[config.mk]
export PLATFORM = sky130hd
export DESIGN_NAME = uart_rx_os16
export DESIGN_NICKNAME = d
export VERILOG_FILES = /design/src/rtl/uart_pkg.sv /design/src/rtl/uart_baud_tick.sv /design/src/rtl/uart_rx_os16.sv
export SDC_FILE = /design/constraint.sdc
export NUM_CORES = 1
export LEC_CHECK = 0
export ABC_AREA = 1
export CAP_MARGIN = 0
export CORE_MARGIN = 8
export CORE_UTILIZATION = 50
export CTS_BUF_LIST = sky130_fd_sc_hd__clkbuf_4 sky130_fd_sc_hd__clkbuf_8
export DETAILED_ROUTE_END_ITERATION = 10
export PLACE_DENSITY = 0.77
export SLEW_MARGIN = 20
export SYNTH_ARGS = -nofsm -noshare
export SYNTH_HDL_FRONTEND = slang
export SYNTH_SLANG_ARGS = --single-unit
[constraint.sdc]
create_clock -name clk -period 1.7 [get_ports clk]
set_input_delay 0.255 -clock clk [delete_from_list [all_inputs] [get_ports clk]]
set_output_delay 0.255 -clock clk [all_outputs]
set_load 0.02 [all_outputs]
[src/rtl/uart_pkg.sv]
// Shared definitions for the board-to-board UART receiver and transmitter.
// Holds frame constants, the receiver state type and the tick prescaler helper.
package uart_pkg;

   typedef enum logic [2:0] {IDLE, START, DATA, STOP, BREAK} rx_state_t;

   localparam int unsigned UART_DATA_BITS = 8;
   localparam int unsigned UART_OS_RATE   = 16;

   // System clocks per oversample tick, rounded to nearest.
   function automatic int unsigned clks_per_tick(input int unsigned clk_hz,
                                                 input int unsigned baud);
      return (clk_hz + baud * UART_OS_RATE / 2) / (baud * UART_OS_RATE);
   endfunction

endpackage

[src/rtl/uart_baud_tick.sv]
// Free-running oversample tick prescaler; tick is high for one clk at terminal count.
// restart realigns the count to 0 so the tick phase follows the start edge.
module uart_baud_tick #(
   parameter int unsigned CLKS_PER_TICK = 326
) (
   input  logic clk,
   input  logic reset_n,
   input  logic restart,
   output logic tick
);

   localparam int unsigned CW = $clog2(CLKS_PER_TICK);
   localparam logic [CW-1:0] CNT_MAX = CW'(CLKS_PER_TICK - 1);

   logic [CW-1:0] cnt;

   always_ff @(posedge clk or negedge reset_n) begin
      if (!reset_n) begin
         cnt <= '0;
      end else if (restart || cnt == CNT_MAX) begin
         cnt <= '0;
      end else begin
         cnt <= cnt + CW'(1);
      end
   end

   assign tick = (cnt == CNT_MAX);

endmodule

[src/rtl/uart_rx_os16.sv]
// 8N1 serial receiver with 16x oversampling; presents each good character on parin
// with a one-clk char_receive strobe, or a one-clk frame_err on a low stop bit.
module uart_rx_os16
   import uart_pkg::*;
#(
   parameter int unsigned CLKS_PER_TICK = clks_per_tick(50_000_000, 9600),
   parameter int unsigned DATA_BITS     = UART_DATA_BITS,
   parameter int unsigned OS_RATE       = UART_OS_RATE
) (
   input  logic                 clk,
   input  logic                 reset_n,
   input  logic                 serin,
   output logic [DATA_BITS-1:0] parin,
   output logic                 char_receive,
   output logic                 frame_err,
   output logic                 busy
);

   localparam int unsigned OW = $clog2(OS_RATE);
   localparam int unsigned BW = $clog2(DATA_BITS + 1);
   localparam logic [OW-1:0] OS_HALF  = OW'(OS_RATE / 2 - 1);
   localparam logic [OW-1:0] OS_LAST  = OW'(OS_RATE - 1);
   localparam logic [BW-1:0] BIT_LAST = BW'(DATA_BITS - 1);

   rx_state_t            state;
   logic [1:0]           sync_q;
   logic                 rx_s;
   logic                 tick;
   logic                 restart;
   logic [OW-1:0]        os_cnt;
   logic [BW-1:0]        bit_cnt;
   logic [DATA_BITS-1:0] shreg;

   always_ff @(posedge clk or negedge reset_n) begin
      if (!reset_n) begin
         sync_q <= 2'b11;
      end else begin
         sync_q <= {sync_q[0], serin};
      end
   end

   assign rx_s    = sync_q[1];
   assign restart = (state == IDLE) && !rx_s;
   assign busy    = (state != IDLE);

   uart_baud_tick #(
      .CLKS_PER_TICK(CLKS_PER_TICK)
   ) u_baud_tick (
      .clk    (clk),
      .reset_n(reset_n),
      .restart(restart),
      .tick   (tick)
   );

   always_ff @(posedge clk or negedge reset_n) begin
      if (!reset_n) begin
         state        <= IDLE;
         os_cnt       <= '0;
         bit_cnt      <= '0;
         shreg        <= '0;
         parin        <= '0;
         char_receive <= 1'b0;
         frame_err    <= 1'b0;
      end else begin
         char_receive <= 1'b0;
         frame_err    <= 1'b0;
         unique case (state)
            IDLE: begin
               if (!rx_s) begin
                  state  <= START;
                  os_cnt <= '0;
               end
            end
            START: begin
               if (tick) begin
                  if (os_cnt == OS_HALF) begin
                     os_cnt  <= '0;
                     bit_cnt <= '0;
                     // A start that has gone high again by mid-bit is a glitch.
                     state   <= rx_s ? IDLE : DATA;
                  end else begin
                     os_cnt <= os_cnt + OW'(1);
                  end
               end
            end
            DATA: begin
               if (tick) begin
                  if (os_cnt == OS_LAST) begin
                     shreg   <= {rx_s, shreg[DATA_BITS-1:1]};
                     os_cnt  <= '0;
                     bit_cnt <= bit_cnt + BW'(1);
                     if (bit_cnt == BIT_LAST) begin
                        state <= STOP;
                     end
                  end else begin
                     os_cnt <= os_cnt + OW'(1);
                  end
               end
            end
            STOP: begin
               if (tick) begin
                  if (os_cnt == OS_LAST) begin
                     os_cnt <= '0;
                     if (rx_s) begin
                        parin        <= shreg;
                        char_receive <= 1'b1;
                        state        <= IDLE;
                     end else begin
                        frame_err <= 1'b1;
                        state     <= BREAK;
                     end
                  end else begin
                     os_cnt <= os_cnt + OW'(1);
                  end
               end
            end
            BREAK: begin
               // Hold off until the line idles so a stuck-low line is not a new start.
               if (rx_s) begin
                  state <= IDLE;
               end
            end
            default: state <= IDLE;
         endcase
      end
   end

endmodule

# Word level (Yosys, flattened, before mapping)
# Index checks and enable logic that the tools add are counted.
# totals
reg_bits	40
inputBits	3
output_inout_bits	11
wordCells	75
# classes
addsub	3
n_eq_ne	18
muxes	32
n_reduce_logical	13
# op_table
operator	n
4-bit 2-to-1 mux	9
3-bit 2-to-1 mux	10
2-bit != test, second input constant	9
3-bit one-hot mux with 5 select lines	1
4-bit one-hot mux with 3 select lines	1
9-bit by 1-bit adder with 9-bit output, second input constant	1
9-bit equality test, second input constant	1
9-bit 2-to-1 mux	1
9-bit AND reduction	1
4-bit by 1-bit adder with 4-bit output, second input constant	2
4-bit by 3-bit equality test with 1-bit output, second input constant	2
1-bit 2-to-1 mux	8
4-bit one-hot mux with 2 select lines	1
4-bit AND reduction	2
3-bit by 2-bit equality test with 1-bit output, second input constant	2
3-bit nonzero test	2
5-bit AND reduction	1
4-bit equality test, second input constant	1
3-bit by 1-bit equality test with 1-bit output, second input constant	1
3-bit equality test, second input constant	1
3-bit logical NOT	1
3-bit AND reduction	1
2-bit 2-to-1 mux	1
2-bit by 1-bit != test with 1-bit output, second input constant	1
5 further kinds	5

# Depth between registers and ports, before layout
# logic_depth
ltp_word	5
mapped_depth	11
ltp_nobuf	11

# Cells and area by module
# From an unflattened synthesis, not the netlist that was laid out.
# hier_totals
cells_unflattened	249
area_unflattened_um2	2040.7
# modules_own_cells
module	n_inst	cells_per_inst	area_each_um2	seq_area_each_um2
uart_rx_os16	1	181	1546.5	778.2
uart_baud_tick	1	68	494.2	225.2

# Worst setup path after synthesis
# Ideal clock, no wire load.
# synth_timing
kind	register to register
startpoint	reg u_baud_tick.cnt[1]
endpoint	reg shreg[6]
setup_ns	0.120
t_arrival_ns	1.327
t_required_ns	1.580
setup_slack_ns	0.253
stages_incl_launch_ff	11
path_buffers	1
period_less_slack_ns	1.447
cell_sequence	dfrtp_1 > inv_1 > ha_1 > nand2_1 > nor2_1 > nand2_2 > clkinv_2 > nand3_2 > buf_6 > nand2_1 > o21ai_2
# synth_between
elab_chain_cells	2
# synth_rtl
item	line	rtl
from (decl)	uart_baud_tick.sv:15	logic [CW-1:0] cnt;
from (signal assigned)	uart_baud_tick.sv:23	cnt <= cnt + CW'(1);
9-bit equality test	uart_baud_tick.sv:27	assign tick = (cnt == CNT_MAX);
3-bit AND reduction (no line)	n/a	
to (signal assigned)	uart_rx_os16.sv:89	shreg <= {rx_s, shreg[DATA_BITS-1:1]};
to (decl)	uart_rx_os16.sv:32	logic [DATA_BITS-1:0] shreg;
# No other way between the ends.
# A chain may end at the register's enable or synchronous reset.

# Worst setup path in the final report
# layout_timing
startpoint	reg state[1]
endpoint	out busy
# layout_between
elab_chain_cells	1
# layout_rtl
item	line	rtl
from (decl)	uart_rx_os16.sv:25	rx_state_t state;
from (signal assigned)	uart_rx_os16.sv:80	state <= rx_s ? IDLE : DATA;
3-bit nonzero test	uart_rx_os16.sv:44	assign busy = (state != IDLE);
to (decl)	uart_rx_os16.sv:16	output logic busy
# No other way between the ends.

==> impl_metrics.tcl <==
set metrics [dict create \
    outcome "completed" \
    port_buffers 13 \
    instances_no_fill 315 \
    final.setup.worst_slack_ns 0.130 \
    netlist_top_cells_area "dfrtp_1, nand2_1, o21ai_2" \
    p_leak_uw 0.00117 \
    hp-class "flop to flop" \
    place_congestion 0.851 \
    cts-root-buf "clkbuf_8" \
    fin_nets 271 \
    cts_tree "yes" \
    wl_met3_um 117 \
    worst-setup-path-type "flop to primary output" \
    critPathCaptureType "primary output" \
    dp_slack_ns 0.108 \
    relSlewSlack_pct 69.5 \
    vias 1582 \
    min_period_ns 1.57 \
    grt_pass1_wl_mm 6.28 \
    route.met2.wl_mm 1.99 \
    detail-route-antenna-nets 0 \
    antenna_cells 0 \
    dp.cells 303 \
    synth_cells 237 \
    yosysTopAreaCellShare_pct 47.0 \
    cts.clk_slew.worst_paths_ns 0.08 \
    cts_buffers 5 \
    cp_max_fo 4 \
    antenna_found_initial 0 \
    layout_common_cells "nand2_1, dfrtp_1, inv_1, nand3_1, nor2_1" \
    power_density_nw_per_um2 744 \
    clockBufferDepth 2 \
    clk-insertion-delay-late_ns 0.29 \
    yosysTopAreaCell "dfrtp_1" \
    fin_hold_ws_ns 0.362 \
    viasPerCell 5.02 \
    dr.pass1.iters 4 \
    ios 14 \
    met1Wirelength_mm 1.62 \
    mostFrequentLayoutCell "nand2_1" \
    top_layer_used "met4" \
    reg2regPathDepth 10 \
    routed_wl_mm 3.79 \
    synth.ff_latch_count 40 \
    ir_drop_v 0.000643 \
    yosys_warnings 0 \
    drtIter0Drc 60 \
    arrival_ns 1.32 \
    die_w_um 79.6 \
    final_hold_viol_count 0 \
    ys_types 28 \
    startpoint "state[1]" \
    drive_above_1_share_pct 20.4 \
    overflow 0 \
    fillCellCount 330 \
    grt_max_degree 23 \
    die_y_um 79.6 \
    htreeDepth 2 \
    synth_area_per_cell_um2 8.54 \
    drv_cap 0 \
    area_growth_pct 17.9 \
    final-seq-area_um2 1000 \
    rrSetupSlack_ns 0.14 \
    rows 23 \
    cp.required_ns 1.44 \
    initial_core_util_pct 51.3 \
    syn-num-nets 244 \
    hpwl_mm 2.75 \
    clock-sinks 40 \
    drcViolationCount 0 \
    start_kind "flop" \
    clock.fmax_mhz 637 \
    coreArea_um2 3940 \
    multiInputGateArea_um2 886 \
    final-setup-viol-count 0 \
    worstMarginPinSlew_ns 0.457 \
    synth_seq_area_share_pct 49.6 \
    cp-endpoint "busy" \
    dieArea_um2 6340 \
    hold_start "sync_q[0]" \
    skew_ns 0.00601 \
    reg2reg_to "os_cnt[1]" \
    final-max-slew-violation-count 0 \
    wl_per_cell_um 12.0 \
    period_share_pct 92.4 \
    rr_startpoint "u_baud_tick.cnt[1]" \
    synth_area_um2 2020 \
    first_global_vias 1513 \
    grt_usage_pct 12.4 \
]
[through the flow]
stage / instance area, µm² / setup TNS (ns) / power, µW / util (%)
global route: 2390 / -0.0105 / 1840 / 60.5
detailed placement: 2230 / 0 / 1000 / 56.5
floorplan: 2020 / 0 / 978 / -
global placement: 2230 / 0 / 1000 / 56.5
CTS: 2350 / 0 / 1790 / 59.6
finish: 2390 / 0 / 1780 / 60.5
[worst max-delay path, stage by stage (launching register included)]
cell and delay [ns]:
dfrtp_1 0.42, nor2_1 0.14, nand2_1 0.12, dlygate4sd2_1 0.34
[worst min-delay path by stage]
stage | to | slack [ns] | cells past startpoint
finish | sync_q[1] | 0.36 | 0
global route | sync_q[0] | 0.37 | 1
CTS | sync_q[0] | 0.36 | 1
detailed placement | shreg[6] | 0.23 | 1
global placement | shreg[7] | 0.23 | 1
floorplan | bit_cnt[0] | -0.04 | 0
[metal layers]
metal	GRT usage [%]	vias to the layer above
met5	0	-
met4	5.00	0
met3	4.05	7
met2	22.0	18
met1	13.3	752
li1	-	805
[cells in the mapped netlist, drive strengths merged]
cell / number
nor3: 2
nand4: 1
a21oi: 9
nor2: 24
xor2: 2
nor4: 1
dfstp: 2
o22ai: 1
nand3: 20
nor3b: 1
or2: 1
inv: 32
nand2: 70
ha: 4
clkinv: 1
buf: 3
dfrtp: 38
o21ai: 25
[what timing repair did]
action / CTS / global route
hold buffers: 1 / 0
setup buffers: 0 / 2
pin swaps: 0 / 2
endpoints found under the hold margin: 19 / 0
cloned: 0 / 1
endpoints found under the setup margin: 1 / 8
resized for setup: 1 / 4
[power breakdown]
part	total [µW]	switching [µW]	internal (µW)
clock network	789	347	442
registers	960	4.56	955
logic	27.5	19.5	7.99
total	1780	371	1400
[flip-flops by register name (all words and copies together) (netlist names)]
signal,flops
parin,8
bit_cnt,4
shreg,8
sync_q,2
os_cnt,4
state,3
frame_err,1
u_baud_tick.cnt,9
char_receive,1
[cell families (layout without fill, tap and decap cells)]
| logic type | after synthesis | in the layout | share of synthesized area (%) |
|---|---|---|---|
| flip-flops | 40 | 40 | 49.6 |
| AO/OA/AOI/OAI | 35 | 35 | 12.2 |
| buffers and inverters | 36 | 63 | 7.66 |
| adder cells (fa/ha/maj) | 4 | 4 | 2.47 |
| AND/OR/NAND/NOR | 120 | 121 | 27.2 |
| XOR/XNOR | 2 | 2 | 0.865 |
[cell type report]
cell class,instances,area share (%)
Tap cell,50,2.62
Multi-Input combinational cell,162,37.1
Clock inverter,3,1.94
Timing Repair Buffer,22,8.13
Clock buffer,5,2.88
Sequential cell,40,42.1
Inverter,33,5.24
No activity file was read; power rests on OpenSTA's default activity.
